## config.mk

```make
export PLATFORM = sky130hd
export DESIGN_NAME = med_seq
export DESIGN_NICKNAME = d
export VERILOG_FILES = /design/src/rtl/med_pkg.sv /design/src/rtl/med_win_buf.sv /design/src/rtl/med_seq.sv
export SDC_FILE = /design/constraint.sdc
export NUM_CORES = 1
export LEC_CHECK = 0
export ABC_AREA = 1
export BUFFER_PORTS_ARGS = -buffer_cell sky130_fd_sc_hd__buf_2
export CAP_MARGIN = 10
export CELL_PAD_IN_SITES_DETAIL_PLACEMENT = 1
export CELL_PAD_IN_SITES_GLOBAL_PLACEMENT = 1
export CORE_MARGIN = 3
export CORE_UTILIZATION = 40
export CTS_CLUSTER_SIZE = 14
export DETAILED_ROUTE_END_ITERATION = 6
export PLACE_DENSITY_LB_ADDON = 0.1
export SLEW_MARGIN = 15
export SYNTH_ARGS = -nofsm -noshare
export SYNTH_HDL_FRONTEND = slang
export SYNTH_SLANG_ARGS = --single-unit
```

## constraint.sdc

```tcl
create_clock -name CLK -period 2.25 [get_ports CLK]
set_clock_uncertainty 0.2 [all_clocks]
set_input_delay 0.225 -clock CLK [delete_from_list [all_inputs] [get_ports CLK]]
set_output_delay 0.225 -clock CLK [all_outputs]
set_load 0.01 [all_outputs]
```

## src/rtl/med_pkg.sv

```systemverilog
// med_pkg: shared state type, defaults and schedule helpers for the MED sequencer
package med_pkg;
  typedef enum logic [2:0] {COLLECT, FEED, SORT, CAPTURE, OUT} state_t;
  localparam int N_DEF = 7;
  localparam int SIZE_DEF = 9;
  localparam int PASSES = (SIZE_DEF - 1) / 2;
  localparam int CNT_W = $clog2(SIZE_DEF);
  function automatic int passes(input int size);
    return (size - 1) / 2;
  endfunction
  // cycles from the first FEED cycle to the end of SORT
  function automatic int sort_cycles(input int size);
    return size + passes(size) * size + size - 1;
  endfunction
endpackage

```

## src/rtl/med_win_buf.sv

```systemverilog
// med_win_buf: SIZE-entry pixel window, written in order, read by index
module med_win_buf #(
  parameter int N = 7,
  parameter int SIZE = 9,
  parameter int CW = $clog2(SIZE)
) (
  input  logic          CLK,
  input  logic          nRST,
  input  logic          we,
  input  logic          clr,
  input  logic [N:0]    wdata,
  input  logic [CW-1:0] rd_idx,
  output logic [N:0]    rd_data,
  output logic          last
);
  logic [N:0] mem [SIZE];
  logic [CW-1:0] wcnt;
  always_ff @(posedge CLK or negedge nRST)
    if (!nRST) wcnt <= '0;
    else if (clr) wcnt <= '0;
    else if (we) wcnt <= wcnt + 1'b1;
  // pixel storage needs no reset: every entry is rewritten before it is read
  always_ff @(posedge CLK)
    if (we) mem[wcnt] <= wdata;
  assign rd_data = mem[rd_idx];
  assign last = wcnt == CW'(SIZE - 1);
endmodule

```

## src/rtl/med_seq.sv

```systemverilog
// med_seq: collects a pixel window and drives the MED load/sort schedule, returning the median
module med_seq
  import med_pkg::*;
#(
  parameter int N = N_DEF,
  parameter int SIZE = SIZE_DEF
) (
  input  logic       CLK,
  input  logic       nRST,
  input  logic [N:0] pix_i,
  input  logic       pix_valid_i,
  output logic       pix_ready_o,
  output logic [N:0] med_di_o,
  output logic       med_dsi_o,
  output logic       med_byp_o,
  input  logic [N:0] med_do_i,
  output logic [N:0] median_o,
  output logic       median_valid_o,
  input  logic       median_ready_i,
  output logic       busy_o
);
  localparam int P = passes(SIZE);
  localparam int PH_W = $clog2(SIZE);
  localparam int PW = $clog2(P + 1);
  localparam logic [PH_W-1:0] PH_LAST = PH_W'(SIZE - 1);
  localparam logic [PH_W-1:0] PH_SORT_END = PH_W'(SIZE - 2);
  localparam logic [PW-1:0] PS_LAST = PW'(P);
  state_t state, nxt_state;
  logic [PH_W-1:0] phase, nxt_phase;
  logic [PW-1:0] pass, nxt_pass;
  logic accept, last;
  logic [N:0] rd_data;
  assign pix_ready_o = state == COLLECT;
  assign busy_o = !pix_ready_o;
  assign median_valid_o = state == OUT;
  assign accept = pix_valid_i & pix_ready_o;
  med_win_buf #(.N(N), .SIZE(SIZE)) u_buf (
    .CLK(CLK),
    .nRST(nRST),
    .we(accept),
    .clr(median_valid_o & median_ready_i),
    .wdata(pix_i),
    .rd_idx(nxt_phase),
    .rd_data(rd_data),
    .last(last)
  );
  always_comb begin
    nxt_state = state;
    nxt_phase = phase;
    nxt_pass = pass;
    case (state)
      COLLECT: if (accept && last) begin
        nxt_state = FEED;
        nxt_phase = '0;
      end
      FEED: if (phase == PH_LAST) begin
        nxt_state = SORT;
        nxt_phase = '0;
        nxt_pass = '0;
      end else nxt_phase = phase + 1'b1;
      SORT: if (pass == PS_LAST && phase == PH_SORT_END) nxt_state = CAPTURE;
      else if (phase == PH_LAST) begin
        nxt_phase = '0;
        nxt_pass = pass + 1'b1;
      end else nxt_phase = phase + 1'b1;
      CAPTURE: nxt_state = OUT;
      OUT: if (median_ready_i) nxt_state = COLLECT;
      default: nxt_state = COLLECT;
    endcase
  end
  // MED controls are registered from the next state so they line up with the state cycle
  always_ff @(posedge CLK or negedge nRST)
    if (!nRST) begin
      state <= COLLECT;
      phase <= '0;
      pass <= '0;
      med_dsi_o <= 1'b0;
      med_byp_o <= 1'b1;
      med_di_o <= '0;
      median_o <= '0;
    end else begin
      state <= nxt_state;
      phase <= nxt_phase;
      pass <= nxt_pass;
      med_dsi_o <= nxt_state == FEED;
      med_byp_o <= !(nxt_state == SORT && nxt_phase != PH_LAST);
      med_di_o <= nxt_state == FEED ? rd_data : '0;
      if (state == CAPTURE) median_o <= med_do_i;
    end
endmodule

```

* Word level (Yosys, flattened, before mapping) *
Memory sizes are Yosys's and may differ from the RTL's.
Cells that the tools add are included.

storage, ports and cells
  input bits = 20
  bits in writable memories = 72
  register bits = 32
  output and inout bits = 21
  memories = 1
  word-level logic and storage cells = 55

memory list
  memory     depth  bits a word  read ports  clocked after Yosys merged registers in  wr ports  RTL line           RTL
  u_buf.mem  9      8            1           0                                        1         med_win_buf.sv:16  logic [N:0] mem [SIZE];

operators by class
  $add $sub $neg = 3
  bitwise operators = 2
  eq/ne operators = 14
  muxes and demuxes = 18
  reduce and logical (&&, ||, !) cells = 9

operators by type and width
  kind                                                             count
  3-bit two-way mux                                                7
  4-bit two-way mux                                                5
  3-bit one-hot mux with 5 select lines                            1
  4-bit one-hot mux with 3 select lines                            1
  3-bit by 2-bit == test with 1-bit output, second input constant  3
  4-bit by 1-bit adder with 4-bit output, second input constant    2
  4-bit == test, second input constant                             2
  8-bit two-way mux                                                1
  3-bit by 1-bit == test with 1-bit output, second input constant  2
  3-bit == test, second input constant                             2
  2-bit != test, second input constant                             3
  3-bit one-hot mux with 2 select lines                            1
  4-bit by 3-bit == test with 1-bit output, second input constant  1
  4-bit != test, second input constant                             1
  4-bit AND reduction                                              1
  2-bit nonzero test                                               2
  3-bit by 1-bit adder with 3-bit output, second input constant    1
  1-bit logical AND                                                3
  3-bit logical NOT                                                1
  1-bit AND                                                        2
  1-bit logical NOT                                                2
  1-bit two-way mux                                                2

* Logic depth before layout (Yosys ltp) *
Gate-level depths: netlist of run 1.

  depth in word-level cells = 8
  gate-level depth with buffers = 16
  gate-level depth less buffers = 15

* Hierarchy *
From an unflattened synthesis of run 1, not the netlist that was laid out.

unflattened totals
  cells, all modules = 457
  area, all modules = 4658.2 µm²

modules (own cells, without submodules)
  module       area an instance (µm²)  cells each  times used
  med_win_buf  3358.2                  320         1
  med_seq      1300.0                  137         1

* Worst setup path before layout of run 1 *
No wires, ideal clock.

  path type = reg-to-reg
  start = reg state[0]
  end = mem u_buf.mem[1][0] (netlist bit) (enable)
  setup time = 383 ps
  setup slack = -88 ps
  data required time = 1667 ps
  cell stages (with the launch flop) = 6
  data arrival time = 1755 ps
  buffers on the path = 0
  clock period less this slack = 2338 ps
  path through = dfrtp_1 > nor3_2 > inv_1 > nor2_2 > inv_2 > nor3_1

on the way
  longest elaborated chain between the ends = 4

RTL lines
  item                                     RTL line           RTL
  start: declaration                       med_seq.sv:28      state_t state, nxt_state;
  start signal: assignment                 med_seq.sv:82      state <= nxt_state;
  3-bit logical NOT                        med_seq.sv:33      assign pix_ready_o = state == COLLECT;
  net pix_ready_o                          med_seq.sv:12      output logic pix_ready_o,
  1-bit AND                                med_seq.sv:36      assign accept = pix_valid_i & pix_ready_o;
  1-bit two-way mux                        med_win_buf.sv:24  if (we) mem[wcnt] <= wdata;
  1-bit two-way mux (not written as such)  med_win_buf.sv:24
  end: declaration                         med_win_buf.sv:16

The timed path passes the listed nets, and every way through them passes these cells.

* Worst setup path in the final report of run 1 *
  start = reg phase[0]
  end = reg med_di_o[1]

on the way
  longest elaborated chain between the ends = 6
  elaborated cells on any way between the ends = 14
  classes of those cells = 1 x add/sub; 3 x eq/ne; 8 x mux; 1 x reduce/logical; 1 x memory

RTL lines
  item                                                                                            RTL line                                     RTL
  start: declaration                                                                              med_seq.sv:29                                logic [PH_W-1:0] phase, nxt_phase;
  start signal: assignment                                                                        med_seq.sv:83                                phase <= nxt_phase;
  4-bit by 1-bit adder with 4-bit output, or another cell as far along                            med_seq.sv:60, med_seq.sv:65
  4-bit two-way mux or 1-bit logical AND (tied branches)                                          med_seq.sv:56, med_seq.sv:62, med_seq.sv:61
  4-bit two-way mux or 3-bit two-way mux (tied branches)                                          med_seq.sv:61                                SORT: if (pass == PS_LAST && phase == PH_SORT_END) nxt_state = CAPTURE;
  4-bit one-hot mux with 3 select lines or 3-bit one-hot mux with 5 select lines (tied branches)  med_seq.sv:51                                case (state)
  memory 9 x 8 bit or 3-bit by 1-bit == test with 1-bit output (tied branches)                    --
  8-bit two-way mux *                                                                             med_seq.sv:87                                med_di_o <= nxt_state == FEED ? rd_data : '0;
  end signal: assignment                                                                          med_seq.sv:87
  end: declaration                                                                                med_seq.sv:13                                output logic [N:0] med_di_o,

Mark *: on every way between the ends. The rest lies on a longest branch, timed or not.
A chain may end at the register's enable or synchronous reset.

==> summary.txt, run 1 <==
Run status
  • Outcome: complete, but fails checks
  • Failing checks: negative setup slack

Clock tree
  • Clock latency on the worst-skew pair: 0.38 ns
  • CTS tree: yes
  • Clock Tree Buf Depth: 2
  • H-Tree Depth: 3
  • Clk pin slew, worst setup/hold paths: 0.11 ns
  • Total clock sinks: 104
  • Num CTS Buffers: 9
  • Root Driver: clkbuf_8

Layout
  • Filler cells: 1,120
  • Area of the multi-input gates: 1559 um2
  • Area delta synth->final: 31.27%
  • Final nets: 524
  • Commonest non-fill, non-tap cell in the layout: edfxtp_1
  • Ant diodes: 0
  • Most frequent cells in the layout: edfxtp_1 (72), nand2_1 (68), nand3_1 (45), buf_2 (40), buf_4 (37)
  • FF+latch area: 2967 um2
  • Share of cells above drive strength 1: 0.3633

Worst setup path
  • Top Family by Delay on Critical Path: simple AND/OR/NAND/NOR gates
  • CP peak stage delay: 0.43 ns
  • Cell mode on critical path: nand3_1
  • Setup slack, reg-to-reg: -0.05 ns
  • Levels on crit path: 13
  • Critical R2R Capture: med_di_o[1]
  • Cell depth of the worst flop-to-flop path: 13
  • Setup CP Type: flop to flop
  • CP max stage cell: dfrtp_1
  • Worst path cell trace: ha_2, nand2_2, nor2_4, nand2_4, nand2_4, nor2_2, a21oi_4, clkbuf_16, nand3_1, nand3_1, nand3_1, nand2_1, inv_1
  • CP required: 2.34 ns
  • FF-to-FF Start: phase[0]
  • Crit path launch type: flop
  • CP bufs+invs: 2
  • Crit path max fanout: 8
  • Arrival time worst endpoint: 2.39 ns
  • Kind of end point of the critical path: flop

Worst hold path
  • Worst hold path cell count: 5
  • WHS Endpoint: u_buf.wcnt[2]
  • Hold Startpoint: pix_valid_i
  • HP Class: input port to flop

GRT
  • Gr ovfl total: 0
  • Vias in the first global route: 3,309
  • First-pass GRT wire length: 18.14 mm
  • Largest net degree at the start of global routing: 33
  • Global Route Usage Sum: 0.1868
  • Initial antenna violation count: 0

Logic synthesis
  • Unique masters post-synth: 32
  • Top post-synthesis cells by area: edfxtp_1 (48%), dfrtp_1 (17%), nand3_1 (8.7%), nand2_1 (6.1%), inv_1 (3.0%)
  • Largest area contributor in the netlist: edfxtp_1
  • Avg Inst Size Synth: 11.35 um2
  • Synth Cell Area: 4462 um2
  • Mux cell area share after synthesis: 0.02019
  • Syn_nets: 421
  • Post-Synth XOR/XNOR Area: 0.001963
  • Register area share after synthesis: 0.6643
  • Largest family of logic cells by synthesized area: simple AND/OR/NAND/NOR gates
  • Yosys warns: 0
  • Adder-cell share of the synthesized area: 0.02243
  • Compound-Gate Fraction of Synth Area: 0.03085
  • Synth Area in Simple Gates: 0.2081
  • Post-Syn Instances: 393
  • Synth top area share: 0.4846
  • #FFs+latches synth: 104

Drt
  • TritonRoute pass-1 iters: 4
  • Final wirelength: 11.49 mm
  • DRT iter0 DRCs: 220
  • DRC errors left: 0
  • Final ANT Viol Nets: 0
  • Via count: 3,197
  • Avg Vias per Cell: 5.019
  • Routed wire per std cell: 18.03 um

Floorplanning
  • Die width: 111.6 um
  • I/O pin total: 41
  • Rows: 37
  • Core ar.: 10,600 um2
  • Area of the die: 12,460 um2
  • Chip height: 111.6 um
  • Initial Util: 0.4209

STA
  • Final Cycle Share: 1.020
  • Final WS setup: -0.04569 ns
  • Setup violators final: 8
  • Fmax achieved: 435.6 MHz
  • Final hold violation count: 0
  • Minimum clock period: 2.296 ns
  • Slew headroom: 0.5017
  • Min Hold Slack: 0.1488 ns
  • Worst-Margin Slew: 0.7474 ns
  • Pins Over Slew Limit: 0
  • RSZ-0062 raised after global routing: true
  • Setup_tns: -0.1943 ns

Run
  • Max cap viols: 0

Placed design
  • Port bufs: 40
  • Dpl hpwl: 7.649 mm
  • RePlAce Congestion: 0.7661
  • Pre-CTS WS: -0.07581 ns

Power
  • Lkg Pwr: 2.524 nW
  • PD cells: 1381 nW/um2
  • Max VDD drop: 0.4893 mV
  • Total design power: 8.090 mW
state kept, by name (all words and copies together), names as in the netlist:
register    flops
state           3
med_dsi_o       1
median_o        8
med_byp_o       1
phase           4
pass            3
u_buf.mem      72
med_di_o        8
u_buf.wcnt      4
power breakdown:
part,internal [mW],switching (mW),leakage [nW]
registers,2.36,0.172,1.05
clock network,0.418,0.694,0.0897
logic,1.87,2.58,1.38
total,4.65,3.44,2.52
worst reg2reg max path: cells and delay by family (launching register included):
kind                     cells  cell delay [ns]
AO/OA/AOI/OAI                1             0.26
adder cells (fa/ha/maj)      1             0.23
buffers and inverters        2             0.27
flip-flops                   1             0.43
AND/OR/NAND/NOR              9             0.82
worst max-delay path by stage:
stage                       start              end
finish                   phase[0]      med_di_o[1]
global route             phase[0]      med_di_o[2]
CTS                       pass[0]      med_di_o[6]
detailed placement  u_buf.wcnt[0]      med_di_o[5]
global placement    u_buf.wcnt[0]      med_di_o[3]
floorplan                state[0]  u_buf.mem[1][0]
Yosys cell counts, drive strengths merged:
master  instances
dfstp           1
buf            11
or2             1
dfrtp          31
nor2           23
a21oi           8
a21boi          1
inv            42
mux2            8
clkinv          1
nor3            8
nand4           4
nand3b          1
o21ai          12
nand2          80
ha              8
nand3          80
xor2            1
edfxtp         72
per-layer routing:
| layer | up-vias | track usage | wire, um |
|---|---|---|---|
| li1 | 1543 | - | - |
| met1 | 1598 | 0.2727 | 5495 |
| met2 | 43 | 0.2863 | 5485 |
| met3 | 13 | 0.04076 | 347 |
| met4 | 0 | 0.04623 | 159 |
| met5 | - | 0 | 0 |
layout make-up:
| cell class | instances | share of cell area |
|---|---|---|
| multi-input cells | 235 | 0.2662 |
| well taps | 136 | 0.02905 |
| inverters | 43 | 0.02841 |
| clock buffers | 10 | 0.02179 |
| flip-flops and latches | 104 | 0.5065 |
| repair buffers | 103 | 0.1399 |
| clock inverters | 6 | 0.008118 |
cells by family after synthesis:
group                      Yosys count
and+or+nand+nor                    197
DFF                                104
buffers and inverters               54
AOI/OAI and AO/OA                   21
muxes                                8
adders and majority gates            8
xor gates and xnor gates             1
stage by stage:
stage / utilization / std cells / area [um2]
finish: 0.5525 / 637 / 5857
global route: 0.5525 / 637 / 5857
CTS: 0.5149 / 626 / 5459
detailed placement: 0.4732 / 587 / 5016
global placement: 0.4732 / 587 / 5016
floorplan: - / 393 / 4462
timing repair:
item,CTS,global route
endpoints found under the hold margin,113,0
cloned,0,2
endpoints found under the setup margin,8,58
pin swaps,8,28
gates resized for setup,10,58
hold buffers,18,0
buffers inserted,5,9
Power figures use the tool's default switching activity.
==> run 2: changes to the inputs <==
- CORE_UTILIZATION: 40 -> 43
==> run 2 against run 1 <==
- the flow still finishes with violations (negative setup slack)
- non-clock buffer count grew 15
- core utilization up 7.3 points
- power rose by 14%
==> summary.txt, run 2 (synthesis gave the netlist of run 1 again) <==
Floorplanning
  • Initial Util: 0.4503
  • Die width: 107.9 um
  • Rows: 36
  • Core ar.: 9910 um2
  • I/O pin total: 41
  • Chip height: 107.9 um
  • Area of the die: 11,630 um2

Layout
  • Ant diodes: 0
  • Final cell count without fillers: 651
  • Area delta synth->final: 38.84%
  • Max FFs per register: 72
  • Largest regs: u_buf.mem (72), med_di_o (8), median_o (8)
  • Share of cells above drive strength 1: 0.4247
  • Reg with most FFs: u_buf.mem
  • Most frequent cells in the layout: edfxtp_1 (72), nand2_1 (67), buf_2 (40), buf_4 (40), nand3_1 (38)
  • Final nets: 541
  • Commonest non-fill, non-tap cell in the layout: edfxtp_1

Placed design
  • RePlAce Congestion: 0.8141
  • Port bufs: 40
  • Dpl cells: 585
  • Dpl hpwl: 7.860 mm

Power
  • Total design power: 9.189 mW
  • PD cells: 1483 nW/um2
  • Max VDD drop: 0.5971 mV
  • Lkg Pwr: 2.634 nW

STA
  • Final WS setup: -0.1023 ns
  • Final hold violation count: 0
  • Fmax achieved: 425.1 MHz
  • Setup violators final: 9
  • Minimum clock period: 2.352 ns
  • Setup_tns: -0.4700 ns
  • Pins Over Slew Limit: 0
  • Min Hold Slack: 0.2113 ns
  • Worst-Margin Slew: 0.7696 ns
  • RSZ-0062 raised after global routing: true
  • Slew headroom: 0.4869
  • Final Cycle Share: 1.045

Worst setup path
  • Crit path max fanout: 7
  • Top Family by Delay on Critical Path: simple AND/OR/NAND/NOR gates
  • CP bufs+invs: 4
  • CP peak stage delay: 0.47 ns
  • FF-to-FF Start: state[1]
  • Arrival time worst endpoint: 2.45 ns
  • Setup slack, reg-to-reg: -0.10 ns
  • Worst path cell trace: nor3_4, o21ai_4, buf_6, buf_4, o21ai_4, clkinv_4, nand3_1, nand3_2, nand2_2, inv_2
  • Critical R2R Capture: med_di_o[7]
  • CP max stage cell: dfrtp_2
  • Cell depth of the worst flop-to-flop path: 10
  • Crit path launch type: flop
  • Setup CP Type: flop to flop
  • Levels on crit path: 10
  • Kind of end point of the critical path: flop
  • CP required: 2.35 ns
  • Cell mode on critical path: o21ai_4

GRT
  • Gr ovfl total: 0
  • Vias in the first global route: 3,543
  • Largest net degree at the start of global routing: 33
  • First-pass GRT wire length: 19.25 mm
  • Global Route Usage Sum: 0.2216
  • Initial antenna violation count: 0

Drt
  • DRC errors left: 0
  • TritonRoute pass-1 iters: 4
  • Avg Vias per Cell: 5.313
  • DRT iter0 DRCs: 232
  • Final ANT Viol Nets: 0
  • Routed wire per std cell: 20.98 um
  • Via count: 3,459
  • Final wirelength: 13.66 mm

Clock tree
  • Total clock sinks: 104
  • Num CTS Buffers: 9
  • H-Tree Depth: 3
  • CTS tree: yes
  • Root Driver: clkbuf_8
  • Clock latency on the worst-skew pair: 0.40 ns
  • Clk pin slew, worst setup/hold paths: 0.11 ns
  • Clock Tree Buf Depth: 2

Worst hold path
  • Hold Startpoint: pix_valid_i
  • WHS Endpoint: u_buf.wcnt[1]
  • Worst hold path cell count: 5
  • HP Class: input port to flop

Run status
  • Outcome: complete, but fails checks
  • Failing checks: negative setup slack

Run
  • Max cap viols: 0
## run 2: cell types whose count changed in the layout (fill, tap and decap cells not counted), moves of 3 or more
cell / delta
buf_6: +8
nand3_2: +8
nand3_1: -7
inv_1: -5
inv_4: +4
buf_4: +3
clkinvlp_4: +3
## run 2: timing repair
action,in CTS,in global routing
gates resized for setup,38,70
pin swaps,18,31
setup endpoints to repair,9,9
gates cloned,3,3
buffers inserted,12,15
hold endpoints to repair,112,0
hold buffers,18,0
## run 2: cell type report
type / count / area (um2)
Fill cell: 1025 / 3715
Sequential cell: 104 / 2969
Multi-Input combinational cell: 235 / 1640
Timing Repair Buffer: 118 / 1022
Inverter: 43 / 173.9
Tap cell: 133 / 166.4
Clock buffer: 9 / 123.9
Clock inverter: 7 / 85.08
Timing Repair inverter: 2 / 13.76
## run 2: worst max path at each step
stage	from	end
6_report	state[1]	med_di_o[7]
2_1_floorplan	state[0]	u_buf.mem[1][0]
3_3_place_gp	u_buf.wcnt[0]	med_di_o[7]
5_1_grt	state[0]	med_di_o[7]
3_5_place_dp	u_buf.wcnt[0]	med_di_o[2]
4_1_cts	pass[0]	med_byp_o
## run 2: worst min-delay path, cell delays in order
cell,delay [ns]
buf_2,0.10
inv_1,0.12
nor2_2,0.07
inv_2,0.14
a21oi_1,0.09
## run 2: per-stage QoR
step,cell area (um2),utilization,setup WS (ns)
finish,6195,0.6251,-0.1023
global route,6195,0.6251,-0.1645
CTS,5724,0.5777,-0.01451
detailed placement,5020,0.5066,-0.1138
global placement,5020,0.5066,-0.03337
floorplan,4462,-,-0.08791
## run 2: power by group
group	switching, mW	internal [mW]
combinational	3.05	2.33
clock	0.733	0.538
sequential	0.181	2.36
total	3.96	5.23
## run 2: layer usage
layer | share of wire | wire length [um] | global-route usage
met3 | 0.048 | 656 | 0.03479
met4 | 0.025 | 342 | 0.06222
met1 | 0.41 | 5566 | 0.2974
met5 | 0 | 0 | 0
met2 | 0.52 | 7090 | 0.3739
==> run 3: changes to the inputs <==
- CELL_PAD_IN_SITES_DETAIL_PLACEMENT: 1 -> not set
- CELL_PAD_IN_SITES_GLOBAL_PLACEMENT: 1 -> not set
- CORE_UTILIZATION: 43 -> 53
- PLACE_DENSITY: not set -> 0.75
- PLACE_DENSITY_LB_ADDON: 0.1 -> not set
- SLEW_MARGIN: 15 -> not set
==> run 3 against run 2 <==
- the flow still finishes with violations (negative setup slack)
- via count shrank 3.6%
- non-clock buffer count down 25
- power shrank 14%
- core utilization rose by 9.7 points
- design area is 7.6% lower
- sequential share of layout area increased by 3.9 points
- sequential power barely moved
- routed wire length shrank 21%
- setup slack better by 0.093 ns
- largest cell class unchanged
==> summary.txt, run 3 (synthesis gave the netlist of run 1 again) <==
Power
  • Logic pwr share: 0.547
  • Clock power frac: 0.136
  • Lkg Pwr: 2.466 nW
  • Internal power: 4.484 mW
  • Net Sw Frac: 0.4340
  • Max VDD drop: 0.8016 mV
  • PD cells: 1385 nW/um2
  • Switch Pwr: 3.439 mW
  • Share of power burned in registers: 0.317

STA
  • Worst-Margin Slew: 0.7046 ns
  • Fmax achieved: 442.7 MHz
  • Final hold violation count: 0
  • Final Cycle Share: 1.004
  • Slew headroom: 0.5302
  • Minimum clock period: 2.259 ns
  • Min Hold Slack: 0.1685 ns
  • Pins Over Slew Limit: 0
  • RSZ-0062 raised after global routing: true
  • Setup violators final: 1
  • Final WS setup: -0.009065 ns

Run
  • Max cap viols: 0

Floorplanning
  • Initial Util: 0.5628
  • I/O pin total: 41
  • Rows: 32
  • Area of the die: 9555 um2
  • Core ar.: 7928 um2
  • Die width: 97.75 um
  • Chip height: 97.75 um

Drt
  • TritonRoute pass-1 iters: 5
  • DRT iter0 DRCs: 271
  • Final ANT Viol Nets: 0
  • Routed wire per std cell: 18.23 um
  • Avg Vias per Cell: 5.611
  • DRC errors left: 0
  • Final wirelength: 10.83 mm
  • Via count: 3,333

Worst setup path
  • Critical R2R Capture: med_di_o[7]
  • Kind of end point of the critical path: flop
  • Setup CP Type: flop to flop
  • CP required: 2.30 ns
  • FF-to-FF Start: phase[1]
  • Crit path launch type: flop
  • Setup slack, reg-to-reg: -0.009 ns
  • Crit path max fanout: 11
  • Crit path from: phase[1]
  • CP endpoint: med_di_o[7]
  • Cell depth of the worst flop-to-flop path: 14
  • Arrival time worst endpoint: 2.31 ns

Layout
  • Largest regs: u_buf.mem (72), med_di_o (8), median_o (8)
  • Final instance area: 5722 um2
  • Share of cells above drive strength 1: 0.3720
  • Commonest non-fill, non-tap cell in the layout: edfxtp_1
  • Reg with most FFs: u_buf.mem
  • Ant diodes: 0
  • Area delta synth->final: 28.24%
  • Max FFs per register: 72
  • Final nets: 515
  • Most frequent cells in the layout: edfxtp_1 (72), nand2_1 (65), buf_2 (40), nand3_2 (39), nand3_1 (39)
  • End-of-flow core utilization: 0.7217

Run status
  • Failing checks: negative setup slack
  • Outcome: complete, but fails checks

Clock tree
  • CTS tree: yes
  • Total clock sinks: 104
  • Clk pin slew, worst setup/hold paths: 0.10 ns
  • Clock latency on the worst-skew pair: 0.36 ns
  • Num CTS Buffers: 9
  • Clock Tree Buf Depth: 2
  • Root Driver: clkbuf_8
  • H-Tree Depth: 3

GRT
  • Vias in the first global route: 3,248
  • Gr ovfl total: 0
  • Initial antenna violation count: 0
  • First-pass GRT wire length: 16.31 mm
  • Global Route Usage Sum: 0.2137
  • Largest net degree at the start of global routing: 33

Placed design
  • Dpl hpwl: 6.587 mm
  • RePlAce Congestion: 0.7939
  • Port bufs: 40
  • Placed Area: 4946 um2

Worst hold path
  • HP Class: input port to flop
-- run 3: metal layers --
layer / vias to the layer above / track usage / share of wire
met2: 168 / 0.3516 / 0.50
li1: 1526 / - / -
met5: - / 0 / 0
met4: 0 / 0.06816 / 0.022
met3: 31 / 0.03143 / 0.068
met1: 1608 / 0.2961 / 0.41
-- run 3: worst min-delay path by stage --
stage / from / end / cells past startpoint
2_1_floorplan: nRST / med_di_o[0] / 0
3_3_place_gp: nRST / median_o[4] / 1
3_5_place_dp: nRST / median_o[3] / 1
4_1_cts: pix_valid_i / u_buf.wcnt[2] / 5
5_1_grt: pix_valid_i / u_buf.wcnt[2] / 5
6_report: pix_valid_i / u_buf.wcnt[2] / 5
-- run 3: per-stage QoR --
step	power, mW	setup WS (ns)	cells	TNS [ns]
6_report	7.923	-0.009065	594	-0.009065
5_1_grt	8.363	-0.09726	594	-0.4098
4_1_cts	7.152	0.02523	591	0
3_5_place_dp	5.781	0.005569	551	0
3_3_place_gp	5.661	0.04629	551	0
2_1_floorplan	4.690	-0.08791	393	-4.219
-- run 3: power by group through the flow --
stage | Sequential [mW] | Clock, mW | Combinational, mW
6_report | 2.51 | 1.08 | 4.33
5_1_grt | 2.54 | 1.17 | 4.65
4_1_cts | 2.50 | 1.08 | 3.57
3_5_place_dp | 2.54 | 0 | 3.25
3_3_place_gp | 2.52 | 0 | 3.14
2_1_floorplan | 2.60 | 0 | 2.09
-- run 3: cell type report --
class                   instances  area [um2]
clock buffers                  10       127.6
clock inverters                 6       53.80
fillers                       510        2206
inverters                      43       171.4
multi-input cells             235        1559
flip-flops and latches        104        2968
well taps                     102       127.6
repair buffers                 93       706.9
repair inverters                1       7.507
-- run 3: timing repair --
| item | CTS | global route |
|---|---|---|
| resized for setup | 21 | 58 |
| cloned | 1 | 1 |
| hold buffers | 18 | 0 |
| pin swaps | 13 | 22 |
| setup endpoints to repair | 6 | 33 |
| hold endpoints to repair | 109 | 0 |
| setup buffers | 5 | 4 |
-- run 3: worst max-delay path: stages (launching register included) --
cell	delay, ns
dfrtp_1	0.43
ha_2	0.21
nand2_2	0.10
nor2_4	0.06
nand2_2	0.08
nand4_1	0.19
nand2_4	0.20
inv_6	0.06
buf_16	0.15
nand2_1	0.08
nand3_1	0.11
nand3_2	0.11
nand3_2	0.07
nand2_1	0.06
inv_1	0.04
